**src/rtl/mips_debug_unit.sv**
```systemverilog
// ---------------------------------------------------------------------------
// mips_debug_unit
//
// Run-control and state-readout block for the single-cycle MIPS core.
// The core is gated through core_enable; this block decides, cycle by cycle,
// whether the core may retire the instruction at `pc`. It supports run,
// halt, single-step and PC breakpoints, counts retired instructions, and
// serialises debug reads of the core's info banks through a two-cycle
// registered read port.
//
// Ports
//   clk, reset                 single clock, synchronous active-high reset
//   run_req/halt_req/step_req  one-cycle command pulses (halt > step > run)
//   bp_write, bp_index,
//   bp_addr_in, bp_en_in       breakpoint slot programming
//   pc                         PC of the instruction the core would execute
//   core_enable                core advances one instruction when high
//   halted, bp_hit, bp_id      run-control status
//   instret                    retired-instruction counter (wraps)
//   rd_req, rd_sel, rd_addr    debug read request (ignored while rd_busy)
//   rd_busy                    read in flight
//   bank_sel, bank_addr        registered select/address to the info mux
//   bank_data                  combinational info mux result
//   rd_valid, rd_data          one-cycle valid pulse and captured word
// ---------------------------------------------------------------------------
module mips_debug_unit #(
    parameter int DATA_WIDTH = 32,
    parameter int ADDR_WIDTH = 10,
    parameter int NUM_BP     = 2,
    parameter int BP_IDX_W   = 3
) (
    input  logic                  clk,
    input  logic                  reset,
    input  logic                  run_req,
    input  logic                  halt_req,
    input  logic                  step_req,
    input  logic                  bp_write,
    input  logic [BP_IDX_W-1:0]   bp_index,
    input  logic [DATA_WIDTH-1:0] bp_addr_in,
    input  logic                  bp_en_in,
    input  logic [DATA_WIDTH-1:0] pc,
    output logic                  core_enable,
    output logic                  halted,
    output logic                  bp_hit,
    output logic [BP_IDX_W-1:0]   bp_id,
    output logic [DATA_WIDTH-1:0] instret,
    input  logic                  rd_req,
    input  logic [1:0]            rd_sel,
    input  logic [ADDR_WIDTH-1:0] rd_addr,
    output logic                  rd_busy,
    output logic [1:0]            bank_sel,
    output logic [ADDR_WIDTH-1:0] bank_addr,
    input  logic [DATA_WIDTH-1:0] bank_data,
    output logic                  rd_valid,
    output logic [DATA_WIDTH-1:0] rd_data
);

    typedef enum logic [1:0] {
        ST_HALTED  = 2'd0,
        ST_RUNNING = 2'd1,
        ST_STEP    = 2'd2
    } state_t;

    state_t                             state_q, state_d;
    logic                               skip_bp_q, skip_bp_d;
    logic                               bp_hit_q, bp_hit_d;
    logic [BP_IDX_W-1:0]                bp_id_q, bp_id_d;
    logic [DATA_WIDTH-1:0]              instret_q, instret_d;
    logic [NUM_BP-1:0][DATA_WIDTH-1:0]  bp_addr_q, bp_addr_d;
    logic [NUM_BP-1:0]                  bp_en_q, bp_en_d;

    logic                               rd_busy_q, rd_busy_d;
    logic                               rd_valid_q, rd_valid_d;
    logic [DATA_WIDTH-1:0]              rd_data_q, rd_data_d;
    logic [1:0]                         bank_sel_q, bank_sel_d;
    logic [ADDR_WIDTH-1:0]              bank_addr_q, bank_addr_d;

    logic                               any_match;
    logic [BP_IDX_W-1:0]                match_idx;
    logic                               bp_match;

    // Scan from the top slot down so the lowest matching slot wins.
    always_comb begin
        any_match = 1'b0;
        match_idx = '0;
        for (int i = NUM_BP - 1; i >= 0; i--) begin
            if (bp_en_q[i] && (bp_addr_q[i] == pc)) begin
                any_match = 1'b1;
                match_idx = BP_IDX_W'(i);
            end
        end
    end

    // skip_bp lets a resume step over the breakpoint it stopped on.
    assign bp_match = any_match && !skip_bp_q;

    // ---------------- FSM: state register ----------------
    always_ff @(posedge clk) begin
        if (reset) begin
            state_q <= ST_HALTED;
        end else begin
            state_q <= state_d;
        end
    end

    // ---------------- FSM: next state ----------------
    always_comb begin
        state_d = state_q;
        case (state_q)
            ST_HALTED: begin
                if (!halt_req) begin
                    if (step_req)     state_d = ST_STEP;
                    else if (run_req) state_d = ST_RUNNING;
                end
            end
            ST_RUNNING: begin
                if (halt_req || bp_match) state_d = ST_HALTED;
            end
            ST_STEP:  state_d = ST_HALTED;
            default:  state_d = ST_HALTED;
        endcase
    end

    // ---------------- FSM: outputs ----------------
    // halt_req and a breakpoint match both block the current instruction.
    always_comb begin
        core_enable = 1'b0;
        case (state_q)
            ST_RUNNING: core_enable = !halt_req && !bp_match;
            ST_STEP:    core_enable = 1'b1;
            default:    core_enable = 1'b0;
        endcase
    end

    assign halted = (state_q == ST_HALTED);

    // ---------------- run-control datapath ----------------
    always_comb begin
        skip_bp_d = skip_bp_q;
        bp_hit_d  = bp_hit_q;
        bp_id_d   = bp_id_q;
        instret_d = instret_q + {{(DATA_WIDTH-1){1'b0}}, core_enable};
        bp_addr_d = bp_addr_q;
        bp_en_d   = bp_en_q;

        if ((state_q == ST_HALTED) && !halt_req) begin
            if (step_req) begin
                bp_hit_d = 1'b0;
            end else if (run_req) begin
                bp_hit_d  = 1'b1 ^ 1'b1;
                skip_bp_d = 1'b1;
            end
        end

        if (state_q == ST_RUNNING) begin
            if (!halt_req && bp_match) begin
                bp_hit_d = 1'b1;
                bp_id_d  = match_idx;
            end
            if (core_enable) skip_bp_d = 1'b0;
        end

        // Out-of-range indices simply match no slot.
        for (int i = 0; i < NUM_BP; i++) begin
            if (bp_write && (bp_index == BP_IDX_W'(i))) begin
                bp_addr_d[i] = bp_addr_in;
                bp_en_d[i]   = bp_en_in;
            end
        end
    end

    // ---------------- read port ----------------
    always_comb begin
        rd_busy_d   = rd_busy_q;
        rd_valid_d  = 1'b0;
        rd_data_d   = rd_data_q;
        bank_sel_d  = bank_sel_q;
        bank_addr_d = bank_addr_q;
        if (rd_busy_q) begin
            // Mux has had a full cycle to settle on the registered select.
            rd_data_d  = bank_data;
            rd_valid_d = 1'b1;
            rd_busy_d  = 1'b0;
        end else if (rd_req) begin
            bank_sel_d  = rd_sel;
            bank_addr_d = rd_addr;
            rd_busy_d   = 1'b1;
        end
    end

    always_ff @(posedge clk) begin
        if (reset) begin
            skip_bp_q   <= 1'b0;
            bp_hit_q    <= 1'b0;
            bp_id_q     <= '0;
            instret_q   <= '0;
            bp_addr_q   <= '0;
            bp_en_q     <= '0;
            rd_busy_q   <= 1'b0;
            rd_valid_q  <= 1'b0;
            rd_data_q   <= '0;
            bank_sel_q  <= '0;
            bank_addr_q <= '0;
        end else begin
            skip_bp_q   <= skip_bp_d;
            bp_hit_q    <= bp_hit_d;
            bp_id_q     <= bp_id_d;
            instret_q   <= instret_d;
            bp_addr_q   <= bp_addr_d;
            bp_en_q     <= bp_en_d;
            rd_busy_q   <= rd_busy_d;
            rd_valid_q  <= rd_valid_d;
            rd_data_q   <= rd_data_d;
            bank_sel_q  <= bank_sel_d;
            bank_addr_q <= bank_addr_d;
        end
    end

    assign bp_hit    = bp_hit_q;
    assign bp_id     = bp_id_q;
    assign instret   = instret_q;
    assign rd_busy   = rd_busy_q;
    assign rd_valid  = rd_valid_q;
    assign rd_data   = rd_data_q;
    assign bank_sel  = bank_sel_q;
    assign bank_addr = bank_addr_q;

endmodule

```
**config.mk**
```make
export PLATFORM = sky130hd
export DESIGN_NAME = mips_debug_unit
export DESIGN_NICKNAME = d
export VERILOG_FILES = /design/src/rtl/mips_debug_unit.sv
export SDC_FILE = /design/constraint.sdc
export NUM_CORES = 1
export LEC_CHECK = 0
export ABC_AREA = 1
export CORE_ASPECT_RATIO = 1.5
export CORE_UTILIZATION = 51
export DETAILED_ROUTE_END_ITERATION = 7
export PLACE_DENSITY_LB_ADDON = 0.12
export SETUP_SLACK_MARGIN = 0.3
export SYNTH_ARGS = -nofsm -noshare
export SYNTH_HDL_FRONTEND = slang
export SYNTH_SLANG_ARGS = --single-unit
```
**constraint.sdc**
```tcl
create_clock -name clk -period 5.24 [get_ports clk]
set_clock_uncertainty 0.15 [all_clocks]
set_input_delay 1.31 -clock clk [delete_from_list [all_inputs] [get_ports clk]]
set_output_delay 1.31 -clock clk [all_outputs]
set_load 0.1 [all_outputs]
```
-- Word level (Yosys, flattened, before mapping)
Cells that the tools add are included.
- reductions and logical operators: 18
- bitwise gates (word level): 1
- muxes and demuxes: 22
- add/sub/neg operators: 1
- eq/ne operators: 8
- operators by type and width (cell ; count):
    32-bit == test ; 2
    32-bit by 1-bit adder with 32-bit output ; 1
    1-bit 2-to-1 mux ; 15
    1-bit logical AND ; 8
    2-bit 2-to-1 mux ; 4
    2-bit inequality test (second input constant) ; 2
    2-bit case mux with 2 select lines ; 1
    2-bit AND reduction ; 2
    3-bit by 1-bit == test with 1-bit output (second input constant) ; 1
    1-bit logical NOT ; 3
    3-bit logical NOT ; 1
    3-bit 2-to-1 mux ; 1
    3-bit inequality test (second input constant) ; 1
    3-bit AND reduction ; 1
    2-bit by 1-bit == test with 1-bit output (second input constant) ; 1
    2-bit == test (second input constant) ; 1
    2-bit logical NOT ; 1
    1-bit case mux with 2 select lines ; 1
    2-bit OR reduction ; 1
    1-bit logical OR ; 1
    1-bit NOT ; 1
- output and inout bits: 84
- logic and storage cells: 64
- register bits after elaboration: 151
- input port bits: 119

-- Longest topological paths before layout
- depth after elaboration: 10
- mapped depth: 26
- gate-level depth less buffers: 26

-- Least setup slack after synthesis
Ideal clock, no wire load.
- path type: input to register
- start point: input port pc[25]
- end point: register instret_q[28] (netlist: instret[28])
- setup slack: -1.088 ns
- path buffers: 0
- data required time: 5.020 ns
- data arrival time: 6.109 ns
- stages on the path: 26
- setup time: 0.070 ns
- path through: inv_1 nand2_1 nand2_1 inv_1 nand2_1 nor2_1 nand2_1 nor2_1 nand3_1 nand2_1 nand2_1 nand2_1 a21boi_0 ha_1 ha_1 nand3_2 nor2_4 nand2_4 nor2_4 nand2_4 nor2_8 nand3_4 or2_4 o21bai_2 nand2_1 a21oi_1
- word-level cells in the longest chain between the ends: 9
- elaborated cells on any way between the ends: 11
- classes of those cells: add/sub (1); eq/ne (2); mux (3); reduce/logical (5)
- ends and longest elaborated chain (element ; RTL line ; RTL):
    start, declared ; 41 ; input logic [DATA_WIDTH-1:0] pc,
    32-bit == test ; 87 ; if (bp_en_q[i] && (bp_addr_q[i] == pc)) begin
    1-bit logical AND ; 87 ;
    1-bit 2-to-1 mux ; 87 ;
    1-bit 2-to-1 mux (*) ; 87 ;
    1-bit logical AND (*) ; 95 ; assign bp_match = any_match && !skip_bp_q;
    1-bit logical NOT (*) ; 129 ; ST_RUNNING: core_enable = !halt_req && !bp_match;
    1-bit logical AND (*) ; 129 ;
    1-bit case mux with 2 select lines (*) ; 128 ; case (state_q)
    via core_enable ; 42 ; output logic core_enable,
    32-bit by 1-bit adder with 32-bit output (*) ; 142 ; instret_d = instret_q + {{(DATA_WIDTH-1){1'b0}}, core_enable};
    end signal, assigned ; 208 ; instret_q <= instret_d;
    end, declared ; 68 ; logic [DATA_WIDTH-1:0] instret_q, instret_d;
The timed path passes the listed nets; every way through them passes the cells marked *.
A chain may end at the register's enable or synchronous reset.

-- Final worst setup path
- start point: input port pc[19]
- end point: output port core_enable
- word-level cells in the longest chain between the ends: 8
- elaborated cells on any way between the ends: 10
- classes of those cells: eq/ne (2); mux (3); reduce/logical (5)
- ends and longest elaborated chain (element ; RTL line):
    32-bit == test ; 87
    1-bit logical AND ; 87
    1-bit 2-to-1 mux ; 87
    1-bit 2-to-1 mux (*) ; 87
    1-bit logical AND (*) ; 95
    1-bit logical NOT (*) ; 129
    1-bit logical AND (*) ; 129
    1-bit case mux with 2 select lines (*) ; 128
    end, declared ; 42
Every way passes the cells marked *; elsewhere a longest branch is shown, timed or not.

==> results.yml <==
critical_path:
  cp-end-kind: "output port"
  cp.required_ns: 3.78
  worstPathArrival_ns: 3.24
  criticalPathCategory: "in2out"
  start_kind: "primary input"
  cp_max_fo: 6
timing:
  fin_ws_ns: 0.538
  relSlewSlack_pct: 30.1
  finalHoldViolations: 0
  period_minus_slack_ns: 4.70
  final_max_slew_viol_count: 0
  worst_pin_slew_ns: 1.05
  post-route-period-util_pct: 89.7
  setup_viol: 0
  setup-tns-final_ns: 0
  rsz0062_at_grt: "false"
  fmax_mhz: 213
floorplanning:
  die-height_um: 142
  num_rows: 50
  ios: 203
  initial_utilization_pct: 52.9
  die-area_sq_um: 13600
  die_w_um: 95.4
  coreArea_sq_um: 12600
routing:
  drtIter0Drc: 243
  drt_pass1_iterations: 4
  drc: 0
  drtAntennaViolNets: 0
  vias_per_cell: 4.99
  vias: 6485
  wl_per_cell_um: 13.2
  drt-total-wl_um: 17200
status:
  status: "finished, final reports clean"
clock_network:
  clock_sinks: 149
  tritoncts: "yes"
  clkLatencyLatePin_ns: 0.43
  clk_pin_slew_ns: 0.06
  cts_resized: 0
  clock-root-buffer: "clkbuf_16"
  cts_buffer_depth: 2
  ctsHoldBuffers: 0
  cts_setup_buffers: 0
  htreeDepth: 4
  numCtsBuffers: 17
synth:
  synth_edf_count: 0
  synthArstFlopShare_pct: 0
  synth.largest_area_cell: "dfxtp_1"
  synth_cell_types: 40
  synthCells: 946
  synth_area_leaders: "dfxtp_1 (45%), nand2_1 (11%), inv_1 (8.0%)"
  synth-seq-cells: 149
  syn_avg_cell_area_sq_um: 7.06
  netlist.area_leader.share_pct: 44.7
  seq_area_frac_synth_pct: 44.7
  netlist_area_sq_um: 6680
  synth_ff_type: "dfxtp_1"
  ys.warnings.count: 0
layout:
  area_growth_pct: 40.0
  multi_input_area_sq_um: 3010
  final_common_cell: "nand2_1"
  layout_common_cells: "nand2_1 (202), clkdlybuf4s50_1 (199), dfxtp_1 (149)"
  fin_nets: 1255
  antennaDiodeCount: 0
  fillers: 1035
  ff_latch_area_sq_um: 2980
  drive_gt1_share_pct: 5.24
power:
  power.density_nw_per_um2: 312
  cellLeakagePower_nw: 3.87
  peakVddDrop_mv: 0.216
place:
  post-place-ws_ns: 0.379
  post-dp-hpwl_um: 12300
  port_buffers: 200
  gp_congestion: 0.824
global_route:
  grt_pass1_vias: 6106
  track_usage_pct: 26.4
  grt.overflow.total: 0
  grt_max_degree: 75
  grt_pass1_wl_um: 28000
  antenna_found_initial: 0
run:
  cap_violations: 0
worst_hold_path:
  hold_path_class: "reg2reg"
## flip-flops by register name, indices dropped and copies added, names as in the netlist, 2 cells and up
signal     count
bank_sel       2
bp_addr_q     64
rd_data       32
instret       32
state_q        2
bp_en_q        2
bank_addr     10
## synthesized netlist by cell type (2+ instances only)
| cell type | instances |
|---|---|
| o22ai_1 | 2 |
| clkbuf_1 | 36 |
| xor2_1 | 9 |
| nand3_4 | 2 |
| o21a_1 | 3 |
| nor2_1 | 81 |
| buf_4 | 2 |
| clkinv_1 | 2 |
| a21oi_1 | 90 |
| nand3b_1 | 3 |
| nor2_2 | 4 |
| nand2_1 | 202 |
| nor3_1 | 10 |
| xnor2_1 | 16 |
| inv_1 | 142 |
| ha_1 | 5 |
| nand3_1 | 51 |
| dfxtp_1 | 149 |
| a211oi_1 | 3 |
| nand2_4 | 2 |
| nor2_4 | 2 |
| o21ai_1 | 4 |
| nand4_1 | 8 |
| o21ai_0 | 101 |
| buf_1 | 2 |
## where the power goes
group	total (mW)	switching (mW)	leakage, nW	internal, mW
clock	1.15	0.515	0.274	0.631
sequential	1.20	0.0251	1.21	1.18
combinational	0.569	0.370	2.38	0.199
## metal layers
metal	wire (um)	GRT usage [%]
met5	0	0
met4	357	9.35
met3	1110	7.53
met2	8940	47.8
met1	6810	28.7
## worst paths after layout
check	from	endpoint	slack [ns]	cells after the start
worst min register to register	bp_addr_q[34]	bp_addr_q[34]	0.30	2
worst max register to register	bp_addr_q[33]	instret[30]	1.87	23
worst min-delay path	bp_addr_q[34]	bp_addr_q[34]	0.30	2
worst max-delay path	pc[19]	core_enable	0.54	15
## stage by stage
stage | util, % | hold WS, ns | instance area (sq um) | cells | total power [mW]
after CTS | 74.0 | 0.306 | 9350 | 1300 | 2.94
after detailed placement | 69.6 | 0.297 | 8800 | 1268 | 1.80
after global routing | 74.0 | 0.321 | 9350 | 1300 | 3.03
after global placement | 69.6 | 0.293 | 8800 | 1268 | 1.79
after floorplan | - | 0.280 | 6690 | 947 | 1.60
final | 74.0 | 0.304 | 9350 | 1300 | 2.92
## cells by family after synthesis
logic type	count (synthesis)	share of synthesized area (%)
AND/OR/NAND/NOR	372	24.3
AO/OA/AOI/OAI	208	16.1
buffers and inverters	186	10.6
flip-flops	149	44.7
XOR/XNOR	25	3.28
adder cells (fa/ha/maj)	5	0.937
other	1	0.0561
## critical path: stages
cell and delay (ns):
clkdlybuf4s50_1 0.50, inv_1 0.07, nand2_1 0.06, nand2_1 0.06, inv_1 0.05, nand2_1 0.05
nor2_1 0.16, nand2_1 0.09, nor2_1 0.17, nand3_1 0.09, nand2_1 0.11, nand2_1 0.08
nand2_1 0.17, a21boi_2 0.11, buf_12 0.18
## area by class of cell
class,count,area share [%]
sequential,149,31.9
clock inverter,14,1.24
multi-input combinational,612,32.1
timing repair buffer,206,22.1
clock buffer,18,4.70
tap,156,2.09
inverter,145,5.82
No activity file was read; power rests on OpenSTA's default activity.
